`src/rtl/cmplxdiv_pkg.sv`:
```
// rtl/cmplxdiv_pkg.sv - shared widths, saturation limits and FSM encoding for cmplxdiv
package cmplxdiv_pkg;

    typedef enum logic [2:0] {
        ST_IDLE,
        ST_PREP,
        ST_DRE,
        ST_DIM,
        ST_DONE
    } state_t;

    function automatic int nw_f(input int dbw);
        return 3 * dbw + 1;
    endfunction

    function automatic int denw_f(input int dbw);
        return 2 * dbw;
    endfunction

    function automatic int sat_pos_f(input int dbw);
        return (2 ** (dbw - 1)) - 1;
    endfunction

    function automatic int sat_neg_mag_f(input int dbw);
        return 2 ** (dbw - 1);
    endfunction

endpackage

```
`src/rtl/cmplxdiv_udiv.sv`:
```
// rtl/cmplxdiv_udiv.sv - iterative restoring unsigned divider, one quotient bit per cycle
module cmplxdiv_udiv #(
    parameter int NW   = 10,
    parameter int DENW = 6
) (
    input  logic            clk,
    input  logic            rst_n,
    input  logic            start,
    input  logic [NW-1:0]   dividend,
    input  logic [DENW-1:0] divisor,
    output logic            busy,
    output logic            done,
    output logic [NW-1:0]   quotient
);
    localparam int CW = $clog2(NW);

    logic [DENW-1:0] rem;
    logic [DENW-1:0] d;
    logic [NW-1:0]   q;
    logic [CW-1:0]   cnt;

    logic [NW-1:0]   q_src;
    logic [DENW-1:0] rem_src;
    logic [DENW-1:0] d_src;
    logic [DENW:0]   shifted;
    logic            fits;
    logic [DENW-1:0] rem_next;
    logic [NW-1:0]   q_next;

    // The start cycle already performs the first step, so NW steps span NW edges.
    assign q_src    = start ? dividend : q;
    assign rem_src  = start ? '0 : rem;
    assign d_src    = start ? divisor : d;
    assign shifted  = {rem_src, q_src[NW-1]};
    assign fits     = shifted >= {1'b0, d_src};
    assign rem_next = fits ? DENW'(shifted - {1'b0, d_src}) : shifted[DENW-1:0];
    assign q_next   = {q_src[NW-2:0], fits};
    assign quotient = q;

    always_ff @(posedge clk or negedge rst_n) begin
        if (!rst_n) begin
            rem  <= '0;
            d    <= '0;
            q    <= '0;
            cnt  <= '0;
            busy <= 1'b0;
            done <= 1'b0;
        end else if (start) begin
            rem  <= rem_next;
            q    <= q_next;
            d    <= divisor;
            cnt  <= CW'(NW - 2);
            busy <= 1'b1;
            done <= 1'b0;
        end else if (busy) begin
            rem <= rem_next;
            q   <= q_next;
            if (cnt == '0) begin
                busy <= 1'b0;
                done <= 1'b1;
            end else begin
                cnt <= cnt - 1'b1;
            end
        end else begin
            done <= 1'b0;
        end
    end

endmodule

```
`src/rtl/cmplxdiv.sv`:
```
// rtl/cmplxdiv.sv - sequential complex divider: (a+bj)/(c+dj) with truncation and saturation
module cmplxdiv
    import cmplxdiv_pkg::*;
#(
    parameter int DBW = 3
) (
    input  logic               clk,
    input  logic               rst_n,
    input  logic               in_valid,
    output logic               in_ready,
    input  logic [4*DBW-1:0]   dvd,
    input  logic [2*DBW-1:0]   dvs,
    output logic               out_valid,
    input  logic               out_ready,
    output logic [2*DBW-1:0]   quot,
    output logic               sat,
    output logic               dz
);
    localparam int NW   = nw_f(DBW);
    localparam int DENW = denw_f(DBW);
    localparam int CW   = $clog2(NW + 1);
    localparam logic [NW-1:0] POS_LIM = NW'(sat_pos_f(DBW));
    localparam logic [NW-1:0] NEG_LIM = NW'(sat_neg_mag_f(DBW));

    state_t          state;
    logic [4*DBW-1:0] dvd_r;
    logic [2*DBW-1:0] dvs_r;
    logic [NW-1:0]   mag_re;
    logic [NW-1:0]   mag_im;
    logic            neg_re;
    logic            neg_im;
    logic [DENW-1:0] den_r;
    logic [CW-1:0]   cnt;
    logic [DBW-1:0]  q_re;
    logic            sat_re;

    logic signed [NW-1:0] a_x, b_x, c_x, d_x, nre_c, nim_c;
    logic [NW-1:0]   mag_re_c, mag_im_c;
    logic [DENW-1:0] den_c;
    logic            div_start, div_busy, div_done;
    logic [NW-1:0]   div_dividend, div_q;
    logic [DBW:0]    re_res, im_res;
    logic            dz_c;

    // Returns {sat, value}; a zero magnitude is 0 whatever its sign.
    function automatic logic [DBW:0] sat_fn(input logic [NW-1:0] mag, input logic neg);
        logic [NW-1:0] neg_mag;
        logic [NW-1:0] lim_neg;
        neg_mag = -mag;
        lim_neg = -NEG_LIM;
        if (mag == '0)
            return '0;
        else if (!neg)
            return (mag > POS_LIM) ? {1'b1, POS_LIM[DBW-1:0]} : {1'b0, mag[DBW-1:0]};
        else
            return (mag > NEG_LIM) ? {1'b1, lim_neg[DBW-1:0]} : {1'b0, neg_mag[DBW-1:0]};
    endfunction

    assign a_x   = NW'($signed(dvd_r[4*DBW-1:2*DBW]));
    assign b_x   = NW'($signed(dvd_r[2*DBW-1:0]));
    assign c_x   = NW'($signed(dvs_r[DBW-1:0]));
    assign d_x   = NW'($signed(dvs_r[2*DBW-1:DBW]));
    assign nre_c = a_x * c_x + b_x * d_x;
    assign nim_c = b_x * c_x - a_x * d_x;
    assign den_c = DENW'(c_x * c_x + d_x * d_x);
    assign mag_re_c = nre_c[NW-1] ? $unsigned(-nre_c) : $unsigned(nre_c);
    assign mag_im_c = nim_c[NW-1] ? $unsigned(-nim_c) : $unsigned(nim_c);

    assign div_start = !div_busy &&
                       (((state == ST_DRE) && (cnt == CW'(NW - 1))) ||
                        ((state == ST_DIM) && (cnt == CW'(NW))));
    assign div_dividend = (state == ST_DIM) ? mag_im : mag_re;
    assign re_res = sat_fn(div_q, neg_re);
    assign im_res = sat_fn(div_q, neg_im);
    assign dz_c   = (den_r == '0);

    cmplxdiv_udiv #(
        .NW   (NW),
        .DENW (DENW)
    ) u_udiv (
        .clk      (clk),
        .rst_n    (rst_n),
        .start    (div_start),
        .dividend (div_dividend),
        .divisor  (den_r),
        .busy     (div_busy),
        .done     (div_done),
        .quotient (div_q)
    );

    always_ff @(posedge clk or negedge rst_n) begin
        if (!rst_n) begin
            state     <= ST_IDLE;
            dvd_r     <= '0;
            dvs_r     <= '0;
            mag_re    <= '0;
            mag_im    <= '0;
            neg_re    <= 1'b0;
            neg_im    <= 1'b0;
            den_r     <= '0;
            cnt       <= '0;
            q_re      <= '0;
            sat_re    <= 1'b0;
            in_ready  <= 1'b1;
            out_valid <= 1'b0;
            quot      <= '0;
            sat       <= 1'b0;
            dz        <= 1'b0;
        end else begin
            case (state)
                ST_IDLE: begin
                    if (in_valid) begin
                        dvd_r    <= dvd;
                        dvs_r    <= dvs;
                        in_ready <= 1'b0;
                        state    <= ST_PREP;
                    end
                end
                ST_PREP: begin
                    mag_re <= mag_re_c;
                    mag_im <= mag_im_c;
                    neg_re <= nre_c[NW-1];
                    neg_im <= nim_c[NW-1];
                    den_r  <= den_c;
                    cnt    <= CW'(NW - 1);
                    state  <= ST_DRE;
                end
                ST_DRE: begin
                    if (cnt == '0) begin
                        cnt   <= CW'(NW);
                        state <= ST_DIM;
                    end else begin
                        cnt <= cnt - 1'b1;
                    end
                end
                // DIM holds one extra cycle so the last imaginary bit lands before capture.
                ST_DIM: begin
                    if (cnt == CW'(NW)) begin
                        q_re   <= re_res[DBW-1:0];
                        sat_re <= re_res[DBW];
                    end
                    if (cnt == '0) begin
                        if (div_done) begin
                            quot      <= dz_c ? '0 : {im_res[DBW-1:0], q_re};
                            sat       <= !dz_c && (sat_re || im_res[DBW]);
                            dz        <= dz_c;
                            out_valid <= 1'b1;
                            state     <= ST_DONE;
                        end
                    end else begin
                        cnt <= cnt - 1'b1;
                    end
                end
                ST_DONE: begin
                    if (out_ready) begin
                        out_valid <= 1'b0;
                        in_ready  <= 1'b1;
                        state     <= ST_IDLE;
                    end
                end
                default: state <= ST_IDLE;
            endcase
        end
    end

endmodule

```
`config.mk`:
```
export PLATFORM = sky130hd
export DESIGN_NAME = cmplxdiv
export DESIGN_NICKNAME = d
export VERILOG_FILES = /design/src/rtl/cmplxdiv_pkg.sv /design/src/rtl/cmplxdiv_udiv.sv /design/src/rtl/cmplxdiv.sv
export SDC_FILE = /design/constraint.sdc
export NUM_CORES = 1
export LEC_CHECK = 0
export ABC_AREA = 1
export BUFFER_PORTS_ARGS = -buffer_cell sky130_fd_sc_hd__buf_4
export CORE_ASPECT_RATIO = 0.5
export CORE_MARGIN = 5
export CORE_UTILIZATION = 62
export CTS_CLUSTER_SIZE = 28
export DETAILED_ROUTE_END_ITERATION = 12
export PLACE_DENSITY = 0.8
export SYNTH_ARGS = -nofsm -noshare
export SYNTH_HDL_FRONTEND = slang
export SYNTH_SLANG_ARGS = --single-unit
export TNS_END_PERCENT = 20
```
`constraint.sdc`:
```
create_clock -name clk -period 6.72 [get_ports clk]
set_input_delay 2.016 -clock clk [delete_from_list [all_inputs] [get_ports clk]]
set_output_delay 2.016 -clock clk [all_outputs]
set_load 0.005 [all_outputs]
```
# Word level (Yosys, flattened, before mapping)
# Index checks and enable logic that the tools add are counted.
[word_totals]
in_bits = 22
output_inout_bits = 10
wordCells = 122
ff_bits = 95
[classes]
eq_ne = 14
add_sub_neg = 9
n_lt_le_gt_ge = 3
mul = 6
muxes = 43
n_reduce_logical = 25
[op_table]
columns = ["cell", "n"]
rows = [
  ["2-to-1 mux 10 bit", 6],
  ["2-to-1 mux 4 bit", 11],
  ["multiplier 6 x 3 -> 9 bit", 4],
  ["2-to-1 mux 6 bit", 6],
  ["negation 10 bit", 2],
  ["2-to-1 mux 3 bit", 5],
  ["one-hot mux 3 bit (5 select lines)", 1],
  ["multiplier 3 x 3 -> 6 bit", 2],
  ["one-hot mux 4 bit (3 select lines)", 1],
  ["2-to-1 mux 1 bit", 11],
  ["adder 9 x 9 -> 10 bit", 1],
  ["> comparator 10 x 2 -> 1 bit, second input constant", 1],
  ["> comparator 10 x 3 -> 1 bit, second input constant", 1],
  ["logical NOT 10 bit", 1],
  ["subtractor 9 x 9 -> 10 bit", 1],
  ["equality test 4 bit, second input constant", 2],
  ["logical NOT 4 bit", 2],
  ["!= test 2 x 1 -> 1 bit, second input constant", 4],
  ["AND reduction 2 bit", 4],
  ["subtractor 4 x 1 -> 4 bit, second input constant", 2],
  [">= comparator 7 x 6 -> 1 bit", 1],
  ["adder 6 bit", 1],
  ["equality test 3 x 2 -> 1 bit, second input constant", 2],
  ["logical NOT 6 bit", 1],
  ["16 further kinds", 27],
]

# Logic depth before layout (Yosys ltp)
[logic_depth]
word_depth = 9
depth_mapped = 26
depth_no_buf = 24

# Modules after synthesis
# From an unflattened synthesis, not the netlist that was laid out.
[hier_totals]
cells_unflattened = 1198
hier_area_um2 = 8844.7
[modules_own_cells]
columns = ["module", "n_inst", "area_per_inst_um2", "seq_area_each_um2", "cells_each"]
rows = [
  ["cmplxdiv", 1, 7229.4, 1677.9, 986],
  ["cmplxdiv_udiv", 1, 1615.3, 700.7, 212],
]

# Worst setup path before layout
# OpenSTA, ideal clock, no wires.
[synth_path]
path_kind = "reg2reg"
start = "register dvs_r[1]"
end = "register mag_im[8]"
setup_ns = 0.117
stages_incl_launch_ff = 23
required_ns = 6.603
setup_slack_ns = 2.293
t_arrival_ns = 4.310
n_path_buf = 3
synth_period_minus_slack_ns = 4.427
cell_sequence = "dfrtp_1 clkbuf_1 clkbuf_1 nand2_1 fa_1 inv_1 fa_1 fa_1 inv_1 fa_1 inv_1 ha_1 nand2_1 nand2_1 inv_1 nand2_1 a21oi_1 nand3_1 nand2_2 buf_6 nand3_1 nand3_1 nand2_1"
[synth_between]
elab_chain_len = 4
[synth_lines]
columns = ["element", "line", "source"]
rows = [
  ["start: declaration", "cmplxdiv.sv:27", "logic [2*DBW-1:0] dvs_r;"],
  ["start signal: assignment", "cmplxdiv.sv:114", "dvs_r <= dvs;"],
  ["multiplier 6 x 3 -> 9 bit (*)", "cmplxdiv.sv:64", "assign nim_c = b_x * c_x - a_x * d_x;"],
  ["subtractor 9 x 9 -> 10 bit (*)", "cmplxdiv.sv:64", ""],
  ["negation 10 bit", "cmplxdiv.sv:67", "assign mag_im_c = nim_c[NW-1] ? $unsigned(-nim_c) : $unsigned(nim_c);"],
  ["2-to-1 mux 10 bit (*)", "cmplxdiv.sv:67", ""],
  ["end signal: assignment", "cmplxdiv.sv:121", "mag_im <= mag_im_c;"],
  ["end: declaration", "cmplxdiv.sv:29", "logic [NW-1:0] mag_im;"],
]
# Every way passes the cells marked *; elsewhere a longest branch is shown, timed or not.
# A chain may end at the register's enable or synchronous reset.

# Worst setup path in the final report
[layout_path]
start = "register dvs_r[2]"
end = "register mag_im[2]"
# The elaborated chain is that of the path after synthesis.

==> impl_summary.txt <==
----------------------------------------------------
[Outcome]
  Status ... completed

[Clock network]
  Htree depth ... 3
  CTS buffer count ... 9
  Post-cts hold buffer count ... 0
  # Post-CTS Setup Buffers ... 0
  Clock transition time at the flip-flop clock pins of the worst setup and hold paths ... 0.07 ns
  CTS tree ... built
  Clock sink count ... 95
  Clk buf depth ... 2
  Later-pin clock latency in the skew report ... roughly 0.34 ns
  Clock tree root driver cell ... sky130_fd_sc_hd__clkbuf_16
  Number of instances resized during post-cts repair ... 0

[Synth]
  Leading register cell type out of synthesis ... sky130_fd_sc_hd__dfrtp_1
  Fraction of registers with async set or reset after synthesis ... 100.0%
  Synth Net Count ... between 1000 and 1500
  Top cells by area, synth ... sky130_fd_sc_hd__dfrtp_1, sky130_fd_sc_hd__nand2_1, sky130_fd_sc_hd__fa_1
  Yosys cell types ... between 40 and 50
  Share of the synthesized area in the top cell type ... approximately a quarter
  Count of flip-flops with a built-in enable after synthesis ... 0
  Sequential cell area fraction in the yosys report ... 26.98%
  Synth Warn # ... 0
  Cell type with the highest aggregate area in the netlist ... sky130_fd_sc_hd__dfrtp_1
  Flop and latch count out of synthesis ... between 90 and 100
  Post-synthesis instance area ... approximately 8800 µm²
  Cells after synthesis ... about 1200
  Syn_area_per_cell ... between 7 and 8 µm²

[Critical path]
  Setup Crit Path Kind ... flop to flop
  Maximum fanout along the worst path ... 16
  CP Data Required Time ... 7.00 ns
  CP startpoint kind ... flop
  Signal arrival time at the worst endpoint ... 5.19 ns
  Category of the worst setup path capture point ... flop
  Register-to-register path setup slack ... between 1.5 and 2 ns
  Number of cell instances on the worst register-to-register path ... 21
  Source of the worst register-to-register timing path ... dvs_r[2]
  RR Endpoint ... mag_im[2]
  Termination of the worst setup path ... mag_im[2]
  Setup crit start ... dvs_r[2]

[Route]
  Length of the first detailed-routing pass in iterations ... 5
  Post-route DRC ... 0
  Antenna-violating nets left ... 0
  Post-Route WL ... between 15000 and 20000 µm
  Violation count after the first detailed-routing iteration ... 502
  Ratio of routed vias to standard cells ... 5.215
  Overall via count from detail_route ... between 7000 and 8000
  Wirelength per Cell ... roughly 13 µm

[STA]
  Total Neg Setup Slack ... 0 ns
  Final Max Slew Viols ... 0
  Final period utilization ... 73.03%
  Setup violations, final ... 0
  Max Clock Freq ... slightly above 0.2 GHz
  Final Hold Fails ... 0
  Final Skew ... a little under 0.007 ns
  Least-Margin Pin Slew ... 1.005 ns
  Crit path time final ... between 4 and 5 ns
  RSZ-0062 raised after global routing ... no
  Rel. slew slack ... ~33%

[Die]
  Initial standard-cell utilization of the core ... around 64%
  Die area ... ~17000 µm²
  Number of ports placed on the die boundary ... 32
  Horizontal die dimension ... 178.6 µm
  Core Footprint ... between 10000 and 15000 µm²
  Die Span Y ... 94.32 µm
  Rows ... 30

[Layout]
  Fraction of final layout cells with drive strength greater than 1 ... approximately 8.6%
  Commonest non-fill, non-tap cells in the layout ... sky130_fd_sc_hd__nand2_1, sky130_fd_sc_hd__inv_1, sky130_fd_sc_hd__dfrtp_1
  Antenna fix cells ... 0
  Most common cell after layout, fill and taps aside ... sky130_fd_sc_hd__nand2_1
  Area growth from synthesis to layout ... 7.338%
  Nets ... 1361

[GRT]
  Number of antenna violations at the first check in global routing ... 0
  Remaining global-route overflow ... 0
  Largest net degree at the start of global routing ... 80
  Number of global-route vias before repair ... about 7300
  Total Routing Usage GR ... between 20% and 30%
  Wire length of the first global-routing pass ... about 33000 µm

[Placement]
  Number of buffer cells added on primary ports ... 31
  Gp weighted congestion ... a little under 0.9
  DP HPWL ... roughly 15000 µm

[Run]
  Number of maximum-capacitance constraint violations ... 0

[Worst hold path]
  HP Class ... flop to flop

----------------------------------------------------
[kinds of logic after synthesis]
| kind of cell | share of synthesized area, % |
|---|---|
| buffers and inverters | 11.78 |
| flip-flops | 26.98 |
| AO/OA/AOI/OAI | 6.827 |
| adder cells (fa/ha/maj) | 25.12 |
| XOR/XNOR | 1.888 |
| AND/OR/NAND/NOR | 27.35 |
| other | 0.04254 |
[worst min path at each step]
stage | startpoint | endpoint | slack (ns) | cells past startpoint
floorplan | mag_re[5] | mag_re[5] | 0.44 | 2
global placement | in_ready | in_ready | 0.45 | 2
detailed placement | mag_re[8] | mag_re[8] | 0.46 | 2
CTS | in_ready | in_ready | 0.48 | 2
global route | in_ready | in_ready | 0.51 | 2
finish | mag_re[8] | mag_re[8] | 0.47 | 2
[stage by stage]
stage                     cell area (µm²)  setup WS (ns)  instances  utilization [%]  hold slack [ns]
after detailed placement             9154          1.809       1382            66.63           0.4623
after global routing                 9462          1.399       1398            68.87           0.5072
after floorplan                      8815          2.293       1185                -           0.4417
after global placement               9154          1.924       1382            66.63           0.4542
after CTS                            9462          1.800       1398            68.87           0.4779
final                                9462          1.812       1398            68.87           0.4734
[per-layer routing]
| layer | part of all wire, % | vias up | track usage, % |
|---|---|---|---|
| met5 | 0 | - | 0 |
| met2 | 48 | 164 | 41.90 |
| li1 | - | 3663 | - |
| met3 | 5.3 | 20 | 4.222 |
| met1 | 46 | 3443 | 31.78 |
| met4 | 1.4 | 0 | 6.063 |
[critical path: stages (launching register included)]
cell and delay (ns):
sky130_fd_sc_hd__dfrtp_1 0.46, sky130_fd_sc_hd__inv_1 0.32, sky130_fd_sc_hd__or2_2 0.39, sky130_fd_sc_hd__fa_1 0.50, sky130_fd_sc_hd__inv_1 0.05, sky130_fd_sc_hd__fa_1 0.46, sky130_fd_sc_hd__fa_1 0.54, sky130_fd_sc_hd__inv_1 0.05
sky130_fd_sc_hd__fa_1 0.52, sky130_fd_sc_hd__inv_1 0.04, sky130_fd_sc_hd__ha_1 0.37, sky130_fd_sc_hd__nand2_1 0.10, sky130_fd_sc_hd__nand2_1 0.07, sky130_fd_sc_hd__inv_1 0.07, sky130_fd_sc_hd__nand2_1 0.08, sky130_fd_sc_hd__a21oi_1 0.17
sky130_fd_sc_hd__nand3_1 0.12, sky130_fd_sc_hd__nand2_2 0.23, sky130_fd_sc_hd__nand2_1 0.10, sky130_fd_sc_hd__o21ai_2 0.06, sky130_fd_sc_hd__nand2_1 0.06, sky130_fd_sc_hd__nand2_1 0.08
[state kept, by name (all words and copies together), names as in the netlist, 4 cells and up]
| name | flops |
|---|---|
| mag_re | 10 |
| mag_im | 10 |
| dvd_r | 12 |
| u_udiv.quotient | 10 |
| den_r | 6 |
| dvs_r | 6 |
| cnt | 4 |
| quot | 6 |
| u_udiv.d | 6 |
| u_udiv.cnt | 4 |
| u_udiv.rem | 6 |
[synth_stat cells (2+ instances only)]
cell	instances
sky130_fd_sc_hd__o21a_1	2
sky130_fd_sc_hd__xnor2_1	11
sky130_fd_sc_hd__nand3_1	60
sky130_fd_sc_hd__nand2_2	14
sky130_fd_sc_hd__a21o_1	2
sky130_fd_sc_hd__nor2_1	55
sky130_fd_sc_hd__o211ai_1	4
sky130_fd_sc_hd__clkbuf_1	14
sky130_fd_sc_hd__o31ai_1	2
sky130_fd_sc_hd__o21ai_0	32
sky130_fd_sc_hd__buf_2	8
sky130_fd_sc_hd__nand2_4	2
sky130_fd_sc_hd__nor2_2	3
sky130_fd_sc_hd__inv_1	224
sky130_fd_sc_hd__buf_6	3
sky130_fd_sc_hd__a211oi_1	2
sky130_fd_sc_hd__nand4_1	10
sky130_fd_sc_hd__or2_2	10
sky130_fd_sc_hd__fa_1	65
sky130_fd_sc_hd__ha_1	73
sky130_fd_sc_hd__nand2_1	388
sky130_fd_sc_hd__nand3_2	8
sky130_fd_sc_hd__a21oi_1	21
sky130_fd_sc_hd__dfrtp_1	94
sky130_fd_sc_hd__xor2_1	8
sky130_fd_sc_hd__o21ai_1	17
sky130_fd_sc_hd__nor3_1	5
sky130_fd_sc_hd__o22ai_1	2
sky130_fd_sc_hd__a31oi_1	4
sky130_fd_sc_hd__or2_1	5
sky130_fd_sc_hd__clkinv_1	2
sky130_fd_sc_hd__buf_4	3
sky130_fd_sc_hd__o21ai_2	3
sky130_fd_sc_hd__inv_2	11
sky130_fd_sc_hd__o221ai_1	9
[area by class of cell]
cell class / count / area (µm²)
Inverter: 237 / 889.6
Fill cell: 1156 / 4277
Multi-Input combinational cell: 825 / 5398
Clock inverter: 5 / 65.06
Clock buffer: 11 / 242.7
Tap cell: 192 / 240.2
Sequential cell: 95 / 2379
Timing Repair Buffer: 33 / 247.7
Power is left out: the tool's default activity adds up to more than one toggle a clock period on the data nets, which glitch-free logic cannot reach.
